## src/rtl/demux1_2.sv

```systemverilog
// Purpose: registered 1-to-2 valid/ready stream demux with per-channel holding register and delivered-beat counters.
// Latency: one cycle, a beat accepted at edge N is on out_d_* in cycle N+1; the outputs are registered.
// Backpressure: in_ready = destination channel empty or draining this cycle; each channel stalls independently.
// Optional feature: define DEMUX_ALT_EN to ignore sel and alternate strictly between channels 1,2,1,2.
module demux1_2 #(
    parameter int DATA_W = 8,
    parameter int CNT_W  = 16
) (
    input  logic              sys_clk,
    input  logic              sys_rst_n,
    input  logic [DATA_W-1:0] in_data,
    input  logic              in_valid,
    output logic              in_ready,
    input  logic              sel,
    output logic [DATA_W-1:0] out_1_data,
    output logic              out_1_valid,
    input  logic              out_1_ready,
    output logic [DATA_W-1:0] out_2_data,
    output logic              out_2_valid,
    input  logic              out_2_ready,
    input  logic              cnt_clr,
    output logic [CNT_W-1:0]  cnt_1,
    output logic [CNT_W-1:0]  cnt_2
);

    typedef enum logic {
        EMPTY = 1'b0,
        FULL  = 1'b1
    } chan_state_t;

    chan_state_t st_1;
    chan_state_t st_2;
    logic        dest;      // 0 -> channel 1, 1 -> channel 2
    logic        drain_1;
    logic        drain_2;
    logic        load_1;
    logic        load_2;
    logic        accept;

`ifdef DEMUX_ALT_EN
    logic tgl;

    // Toggle bit picks the destination and flips on every accepted beat.
    always_ff @(posedge sys_clk or negedge sys_rst_n) begin
        if (!sys_rst_n) begin
            tgl <= 1'b0;
        end else if (accept) begin
            tgl <= ~tgl;
        end
    end

    assign dest = tgl;
`else
    assign dest = sel;
`endif

    assign out_1_valid = (st_1 == FULL);
    assign out_2_valid = (st_2 == FULL);
    assign drain_1     = out_1_valid & out_1_ready;
    assign drain_2     = out_2_valid & out_2_ready;

    // Only the destination channel gates the input; the other channel may be stalled freely.
    assign in_ready = dest ? ((st_2 == EMPTY) | drain_2)
                           : ((st_1 == EMPTY) | drain_1);
    assign accept   = in_valid & in_ready;
    assign load_1   = accept & ~dest;
    assign load_2   = accept &  dest;

    // Channel 1 holding-register FSM: data only changes on a load, so it is stable until drained.
    always_ff @(posedge sys_clk or negedge sys_rst_n) begin
        if (!sys_rst_n) begin
            st_1       <= EMPTY;
            out_1_data <= '0;
        end else begin
            case (st_1)
                EMPTY: if (load_1) st_1 <= FULL;
                FULL:  if (drain_1 && !load_1) st_1 <= EMPTY;
                default: st_1 <= EMPTY;
            endcase
            if (load_1) begin
                out_1_data <= in_data;
            end
        end
    end

    // Channel 2 holding-register FSM, identical in behaviour to channel 1.
    always_ff @(posedge sys_clk or negedge sys_rst_n) begin
        if (!sys_rst_n) begin
            st_2       <= EMPTY;
            out_2_data <= '0;
        end else begin
            case (st_2)
                EMPTY: if (load_2) st_2 <= FULL;
                FULL:  if (drain_2 && !load_2) st_2 <= EMPTY;
                default: st_2 <= EMPTY;
            endcase
            if (load_2) begin
                out_2_data <= in_data;
            end
        end
    end

    // Delivered-beat counters: clear wins over increment, increment wraps naturally.
    always_ff @(posedge sys_clk or negedge sys_rst_n) begin
        if (!sys_rst_n) begin
            cnt_1 <= '0;
            cnt_2 <= '0;
        end else if (cnt_clr) begin
            cnt_1 <= '0;
            cnt_2 <= '0;
        end else begin
            if (drain_1) cnt_1 <= cnt_1 + CNT_W'(1);
            if (drain_2) cnt_2 <= cnt_2 + CNT_W'(1);
        end
    end

endmodule
```

## config.mk

```make
export PLATFORM = sky130hd
export DESIGN_NAME = demux1_2
export DESIGN_NICKNAME = d
export VERILOG_FILES = /design/src/rtl/demux1_2.sv
export SDC_FILE = /design/constraint.sdc
export NUM_CORES = 1
export LEC_CHECK = 0
export ABC_CLOCK_PERIOD_IN_PS = 1650
export CORE_UTILIZATION = 43
export DETAILED_ROUTE_END_ITERATION = 6
export PLACE_DENSITY = 0.76
export SYNTH_ARGS = -nofsm -noshare
export SYNTH_HDL_FRONTEND = slang
export SYNTH_SLANG_ARGS = --single-unit
```

## constraint.sdc

```tcl
create_clock -name sys_clk -period 1.65 [get_ports sys_clk]
set_clock_uncertainty 0.2 [all_clocks]
set_input_delay 0.33 -clock sys_clk [delete_from_list [all_inputs] [get_ports sys_clk]]
set_output_delay 0.33 -clock sys_clk [all_outputs]
set_load 0.01 [all_outputs]
```

==> flow_summary.toml, run 1 <==
[place]
io_buffers = 65
dp.cells = 374
gp_congestion = 0.760
dp_hpwl_um = 3720

[yosys]
synthFlopType = "dfrtp_1"
synth_cell_types = 32
ys_seq_area_frac = 0.540
yosys-top-cells-count = "dfrtp_1 (50), nor2_1 (27), mux2_2 (17)"
synthMostInstantiatedCell = "dfrtp_1"
async_reset_ff_frac = 1.00
synth.avg_cell_area_um2 = 11.2
yosys.area.top_type = "dfrtp_1"
synth_top_area_frac = 0.540
synth_area_um2 = 2320
synth_edf_count = 0
syn_inst = 207
synth_seq_cells = 50
synthTopCellsByArea = "dfrtp_1 (54%), mux2_2 (8.3%), nor2_1 (4.4%), xnor2_1 (4.2%), xor2_1 (4.2%)"
yosys_warnings = 0
syn_nets = 224

[floorplanning]
rows = 26
initial_utilization = 0.451
die_w_um = 75.4
die_h_um = 75.4
io_pins = 66
dieArea_um2 = 5690
core_um2 = 5140

[timing]
rsz0062_at_grt = "true"
relSlewSlack = 0.768
timing.hold.ws_ns = 0.259
setup_viol = 21
period_share = 1.09
hold_viol = 0
period_minus_slack_ns = 1.79
worst_slack_ns = -0.141
tightest_slew_ns = 0.345
clock.fmax_ghz = 0.558
slew_viol_final = 0

[clocking]
clk_latency_ns = 0.31
cts_max_level = 2
cts_made_buffers = 5
clk_pin_slew_ns = 0.10
cts_buffer_depth = 2
cts_sinks = 50
cts_tree = "yes"
root_buffer = "clkbuf_8"

[detailed_routing]
drtPass1Iterations = 4
drc = 0
antenna_left = 0
drt_iter0_drc = 162
route.vias.total = 2200
routed_wl_um = 6860
viasPerCell = 5.23
wl_per_cell_um = 16.3

[setup_path]
arrival_ns = 1.84
worstSetupStartpointType = "flip-flop"
cp.required_ns = 1.70
path_max_fanout = 3
critPathKind = "flip-flop to flip-flop"
critPathCaptureType = "flip-flop"

[grt]
gr-total-overflow = 0
grt_pass1_vias = 2057
grt_usage = 0.220
antenna_found_initial = 0
grt_first_pass_wirelength_um = 9300
grt_max_degree = 51

[job]
maxCapViolCount = 0

[layout]
fin_nets = 367
final_cells = 421
antennaDiodeCount = 0
area_delta_synth_final_pct = 73.2
drive_gt1_frac = 0.425
final_util = 0.781

[worst_hold_path]
hold_path_class = "input port to flip-flop"

[power]
irDropWorstVdd_mv = 0.640
cellPowerDensity_nw_per_um2 = 720
total_leakage_power_nw = 2.04

[run_status]
outcome = "finished, violations left"
violations = "negative setup slack"
-- report_power, final --
| group | leakage [nW] | internal, mW | total (mW) | switching [mW] |
|---|---|---|---|---|
| Sequential | 0.647 | 1.31 | 1.35 | 0.0455 |
| Clock | 0.0683 | 0.608 | 1.05 | 0.444 |
| Combinational | 1.32 | 0.274 | 0.485 | 0.211 |
| Total | 2.04 | 2.19 | 2.89 | 0.700 |
-- kinds of logic (layout without fill, tap and decap cells) --
family / Yosys count / in the layout / share of synthesized area
flip-flops: 50 / 50 / 0.540
XOR/XNOR: 22 / 22 / 0.0832
AND/OR/NAND/NOR: 92 / 92 / 0.224
AO/OA/AOI/OAI: 13 / 13 / 0.0319
adder cells (fa/ha/maj): 2 / 2 / 0.0108
multiplexers: 20 / 20 / 0.0972
buffers and inverters: 8 / 152 / 0.0135
-- stage by stage --
stage / power, mW / setup TNS (ns) / setup slack [ns] / cell area, µm²
after floorplan: 1.54 / -0.0172 / -0.0138 / 2340
after global placement: 1.84 / -14.82 / -0.570 / 3370
after detailed placement: 1.85 / -16.56 / -0.578 / 3370
after CTS: 2.85 / -0.466 / -0.0722 / 3740
after global routing: 2.99 / -2.70 / -0.218 / 4010
final: 2.89 / -1.23 / -0.141 / 4010
-- per-layer routing --
layer  up-vias  wire length (µm)  global-route usage
li1       1012                 -                   -
met1      1092              2760               0.263
met2        85              3630               0.388
met3        11               385              0.0688
met4         0                87              0.0494
met5         -                 0                   0
-- timing repair --
| item | CTS | global route |
|---|---|---|
| hold buffers | 1 | 0 |
| buffers inserted | 27 | 12 |
| gates resized for setup | 85 | 51 |
| pin swaps | 14 | 22 |
| endpoints found under the hold margin | 50 | 0 |
| setup endpoints to repair | 80 | 31 |
-- worst paths after layout --
| check | cells after the start | to | startpoint | slack [ns] |
|---|---|---|---|---|
| worst max-delay path | 5 | cnt_1[15]$_DFFE_PN0P_ | out_1_valid$_DFF_PN0_ | -0.14 |
| worst min-delay path | 3 | out_2_valid$_DFF_PN0_ | out_2_ready | 0.26 |
| worst max register to register | 5 | cnt_1[15]$_DFFE_PN0P_ | out_1_valid$_DFF_PN0_ | -0.14 |
| worst min register to register | 1 | out_2_data[7]$_DFFE_PN0P_ | out_2_data[7]$_DFFE_PN0P_ | 0.32 |
| max in group asynchronous | 3 | out_2_valid$_DFF_PN0_ | sys_rst_n | 0.65 |
| min in group asynchronous | 3 | cnt_2[15]$_DFFE_PN0P_ | sys_rst_n | 0.35 |
-- placed cells by master, fill, tap and decap left out, types with 9 or more instances in the layout --
master and count:
nand3_1 9, nand2_1 11, dlygate4sd2_1 47, nor2_1 27, dfrtp_1 43, mux2_2 9
buf_6 17, clkdlybuf4s50_1 10, xnor2_1 10, buf_4 57, xor2_1 11, mux2_4 10
-- critical path, stage by stage, from the launching register on --
cell and delay, ns:
dfrtp_1 0.39, buf_6 0.13, and4_4 0.23, nand3_2 0.09
or4_4 0.54, a21oi_2 0.15
-- registers in the layout (all words and copies together), names as in the netlist --
| register | flops |
|---|---|
| cnt_2 | 16 |
| out_1_valid | 1 |
| out_2_valid | 1 |
| out_2_data | 8 |
| out_1_data | 8 |
| cnt_1 | 16 |
-- final cells by class --
class / count / area [µm²]
clock buffers: 5 / 68.8
inverters: 3 / 11.3
repair buffers: 141 / 1240
fillers: 331 / 1130
flip-flops and latches: 50 / 1260
clock inverters: 3 / 68.8
multi-input cells: 149 / 1280
well taps: 70 / 87.6
Note: power is estimated with default switching activity, not from simulation.
==> inputs of run 2 (changes only) <==
ABC_CLOCK_PERIOD_IN_PS = 1600   (was 1650)
clock period = 1.6 ns   (was 1.65 ns; I/O delays follow)
==> run 2 against run 1 <==
  * The run still ends with negative setup slack left
  * Wire length is 1.4% lower
  * Combinational power grew 11%
  * Maximum frequency increased by 1.5%
  * Global-route usage is 0.85 points higher
  * Worst setup slack got worse by 0.023 ns
  * Clock power is 30% lower
  * Register-to-register slack worse by 0.02 ns
  * Final cell count up 0.71%
  * Design area is 0.87% higher
  * Non-clock buffer count increased by 2
  * Via count is 0.36% lower
  * Critical path type unchanged
  * Highest routed layer unchanged
==> flow_summary.toml, run 2 (same netlist as run 1, synthesis figures left out) <==
[timing]
hold_viol = 0
period_minus_slack_ns = 1.76
setup_viol = 18
period_share = 1.10
rsz0062_at_grt = "true"
worst_slack_ns = -0.164
clock.fmax_ghz = 0.567
slew_viol_final = 0
relSlewSlack = 0.767
tightest_slew_ns = 0.347

[place]
dp_hpwl_um = 3820
io_buffers = 65
dp.cells = 378
gp_congestion = 0.772

[grt]
grt_usage = 0.228
antenna_found_initial = 0
grt_max_degree = 51
grt_first_pass_wirelength_um = 9820
grt_pass1_vias = 2153
gr-total-overflow = 0

[layout]
final_cells = 424
reg_top3 = "cnt_1 x16, cnt_2 x16"
area_delta_synth_final_pct = 74.7
drive_gt1_frac = 0.480
final_common_cell = "buf_4"
antennaDiodeCount = 0
final_cell_mix = "buf_4 (58), dlygate4sd2_1 (41), dfrtp_1 (38)"
final_util = 0.788
fin_nets = 370

[floorplanning]
initial_utilization = 0.451
die_w_um = 75.4
die_h_um = 75.4
rows = 26
dieArea_um2 = 5690
io_pins = 66
core_um2 = 5140

[clocking]
clk_pin_slew_ns = 0.09
cts_buffer_depth = 2
root_buffer = "clkbuf_8"
cts_max_level = 2
cts_sinks = 50
clk_latency_ns = 0.30
cts_made_buffers = 5
cts_tree = "yes"

[detailed_routing]
drc = 0
wl_per_cell_um = 16.0
drt_iter0_drc = 117
routed_wl_um = 6760
route.vias.total = 2192
antenna_left = 0
drtPass1Iterations = 4
viasPerCell = 5.17

[power]
cellPowerDensity_nw_per_um2 = 660
total_leakage_power_nw = 2.02
finalPower_mw = 2.67
irDropWorstVdd_mv = 0.567

[setup_path]
critPathCaptureType = "flip-flop"
path_max_fanout = 4
crit_slowest_cell = "or3_1"
critPathMaxStageDelay_ns = 0.45
critPathKind = "flip-flop to flip-flop"
worstSetupStartpointType = "flip-flop"
cp.required_ns = 1.62
arrival_ns = 1.78
crit_chain = "buf_6 -> ha_4 -> nand4_1 -> or3_1 -> xor2_1 -> nor2_1"

[worst_hold_path]
hold_path_class = "flip-flop to flip-flop"

[run_status]
violations = "negative setup slack"
outcome = "finished, violations left"

[job]
maxCapViolCount = 0
run 2: changes by cell type in the layout (fill, tap and decap cells not counted), sizes merged:
cell / previous run / this run
buf: 80 / 87
dlygate4sd2: 47 / 41
clkbuf: 7 / 10
bufinv: 2 / 0
clkdlybuf4s15: 1 / 0
clkinv: 1 / 2
nand3: 13 / 14
run 2: stage by stage:
step	TNS (ns)	cell area (µm²)	hold WS, ns	worst slack [ns]
after floorplan	-0.202	2370	-0.176	-0.0429
after global placement	-16.03	3440	0.129	-0.600
after detailed placement	-17.43	3440	0.134	-0.608
after CTS	-0.982	3820	0.252	-0.155
after global routing	-2.99	4050	0.330	-0.276
final	-1.39	4050	0.311	-0.164
run 2: routing by layer:
metal,vias to the layer above,wire [µm],global-route usage
met5,-,0,0
met1,1083,2910,0.302
met3,8,414,0.0582
met2,80,3380,0.383
li1,1021,-,-
met4,0,66,0.0453
run 2: area by class of cell:
class,instances,area [µm²]
Sequential cell,50,1270
Fill cell,328,1090
Tap cell,70,87.6
Multi-Input combinational cell,150,1350
Clock inverter,2,13.8
Inverter,3,11.3
Clock buffer,6,72.6
Timing Repair Buffer,143,1240
run 2: worst max-delay path: cells and delay by family, from the launching register on:
kind,cells,cell delay [ns]
buffers and inverters,1,0.12
adders and majority gates,1,0.12
DFF,1,0.37
xor gates and xnor gates,1,0.15
and+or+nand+nor,3,0.73
run 2: power by group:
group          leakage [nW]  internal (mW)  total, mW  switching (mW)
logic                  1.33          0.313      0.539           0.227
registers             0.640           1.35       1.40          0.0533
clock network        0.0452          0.310      0.733           0.423
total                  2.02           1.97       2.67           0.703
run 2: repair_timing:
item | CTS | global route
setup buffers | 27 | 11
gates resized for setup | 122 | 39
pin swaps | 18 | 21
cloned | 0 | 1
endpoints found under the hold margin | 50 | 0
hold buffers | 1 | 0
endpoints found under the setup margin | 83 | 39
run 2: final timing paths:
check	start	end	slack [ns]	depth (start not counted)
min in group asynchronous	sys_rst_n	cnt_2[11]$_DFFE_PN0P_	0.35	3
max	cnt_2[1]$_DFFE_PN0P_	cnt_2[8]$_DFFE_PN0P_	-0.16	6
max reg2reg	cnt_2[1]$_DFFE_PN0P_	cnt_2[8]$_DFFE_PN0P_	-0.16	6
min reg2reg	out_1_data[5]$_DFFE_PN0P_	out_1_data[5]$_DFFE_PN0P_	0.31	1
min	out_1_data[5]$_DFFE_PN0P_	out_1_data[5]$_DFFE_PN0P_	0.31	1
max in group asynchronous	sys_rst_n	cnt_2[2]$_DFFE_PN0P_	0.60	3
==> inputs of run 3 (changes only) <==
GPL_ROUTABILITY_DRIVEN = 0   (was not set)
TNS_END_PERCENT = 10   (was not set)
==> run 3 against run 2 <==
  * The run still ends with negative setup slack left
  * Via count is 5.1% lower
  * Non-clock buffer count is 13 lower
  * Critical endpoint is now cnt_2[13]$_DFFE_PN0P_
  * Sequential share of layout area is 2.9 points higher
  * Critical path depth is 1 lower
  * Worst hold slack worse by 0.047 ns
  * Combinational power is 15% lower
  * Wire length is 13% lower
  * First-iteration DRC count is 21% higher
  * Critical path type unchanged
  * Final cell count is 3.3% lower
  * Highest routed layer unchanged
==> flow_summary.toml, run 3 (same netlist as run 1, synthesis figures left out) <==
[clocking]
cts_max_level = 2
cts_tree = "yes"
clk_latency_ns = 0.30
clk_pin_slew_ns = 0.09
cts_sinks = 50
root_buffer = "clkbuf_8"
cts_made_buffers = 5
cts_buffer_depth = 2

[detailed_routing]
antenna_left = 0
viasPerCell = 5.08
wl_per_cell_um = 14.4
drtPass1Iterations = 4
drc = 0
routed_wl_um = 5910
route.vias.total = 2081
drt_iter0_drc = 141

[floorplanning]
dieArea_um2 = 5690
die_w_um = 75.4
rows = 26
io_pins = 66
initial_utilization = 0.451
core_um2 = 5140
die_h_um = 75.4

[timing]
slew_viol_final = 0
timing.hold.ws_ns = 0.265
setup_viol = 13
worst_slack_ns = -0.223
rsz0062_at_grt = "true"
clock.fmax_ghz = 0.549
period_minus_slack_ns = 1.82
relSlewSlack = 0.758
tightest_slew_ns = 0.360
period_share = 1.14
tns_ns = -1.37
hold_viol = 0

[place]
io_buffers = 65
dp_slack_ns = -0.652
dp_hpwl_um = 3880

[layout]
final_cell_mix = "buf_4 (59), dfrtp_1 (42), dlygate4sd2_1 (41)"
reg_top3 = "cnt_1 x16, cnt_2 x16"
area_delta_synth_final_pct = 59.5
final_common_cell = "buf_4"
drive_gt1_frac = 0.391
final_util = 0.719
fin_nets = 356
antennaDiodeCount = 0

[power]
cellPowerDensity_nw_per_um2 = 708
total_leakage_power_nw = 1.81
finalPower_mw = 2.62
irDropWorstVdd_mv = 0.670

[setup_path]
arrival_ns = 1.82
path_max_fanout = 4
reg2reg_slack_ns = -0.22
crit_start = "out_2_valid$_DFF_PN0_"
cp.required_ns = 1.60
r2r_end = "cnt_2[13]$_DFFE_PN0P_"
critPathCaptureType = "flip-flop"
worstSetupStartpointType = "flip-flop"
rr_startpoint = "out_2_valid$_DFF_PN0_"
critPathKind = "flip-flop to flip-flop"
reg2reg_depth = 5

[grt]
globalRouteMet3Util = 0.0648
grt_max_degree = 51
antenna_found_initial = 0
gr-total-overflow = 0
met2_usage = 0.367
grt_util_met1 = 0.288
top_usage_layer = "met2"
grt_pass1_vias = 2096
grt_first_pass_wirelength_um = 9600
grt_usage = 0.222

[worst_hold_path]
holdPathEnd = "cnt_1[1]$_DFFE_PN0P_"
worstHoldStart = "out_1_ready"
hold_path_class = "input port to flip-flop"
min_path_cells = 3

[run_status]
violations = "negative setup slack"
outcome = "finished, violations left"

[job]
maxCapViolCount = 0
==> run 3: cell types whose count changed in the layout (fill, tap and decap cells not counted), moves of 3 or more <==
cell | before | now
a21oi_2 | 5 | 1
a21oi_1 | 2 | 6
buf_2 | 8 | 11
mux2_2 | 2 | 9
nor4_4 | 4 | 1
mux2_4 | 18 | 9
buf_6 | 16 | 3
dfrtp_2 | 12 | 8
dfrtp_1 | 38 | 42
==> run 3: layer usage <==
layer	vias up	wire, µm
met5	-	0
met3	7	326
li1	988	-
met4	0	50
met1	1034	2540
met2	52	2990
==> run 3: worst max path at each step <==
stage	end	slack, ns	cells after the start
after floorplan	cnt_2[8]$_DFFE_PN0P_	-0.04	5
after detailed placement	cnt_2[15]$_DFFE_PN0P_	-0.65	6
after global routing	cnt_2[13]$_DFFE_PN0P_	-0.26	5
after global placement	in_ready	-0.65	4
final	cnt_2[13]$_DFFE_PN0P_	-0.22	5
after CTS	cnt_2[15]$_DFFE_PN0P_	-0.17	5
==> run 3: layout make-up <==
type                    instances  area, µm²
fillers                       421       1440
flip-flops and latches         50       1260
multi-input cells             149       1170
repair buffers                130       1070
well taps                      70       87.6
clock buffers                   7       86.3
inverters                       3       11.3
clock inverters                 1       5.00
==> run 3: power by group <==
part / switching, mW / internal, mW / leakage (nW)
clock: 0.413 / 0.350 / 0.0482
combinational: 0.202 / 0.257 / 1.12
sequential: 0.0481 / 1.35 / 0.646
==> run 3: timing repair <==
item	4_1_cts	5_1_grt
hold buffers	1	0
setup endpoints to repair	88	37
gates resized for setup	95	22
pin swaps	3	8
buffers inserted	16	0
endpoints found under the hold margin	50	0
==> run 3: critical path, cell delays in order (launching register included) <==
cell and delay [ns]:
dfrtp_2 0.43, buf_6 0.12, nand3_4 0.06, nor4_4 0.41
nand3_1 0.17, mux2_4 0.33
==> run 3: per-stage QoR <==
stage / std cells / area (µm²)
after floorplan: 207 / 2360
after global placement: 385 / 3470
after detailed placement: 385 / 3470
after CTS: 410 / 3640
after global routing: 410 / 3700
final: 410 / 3700
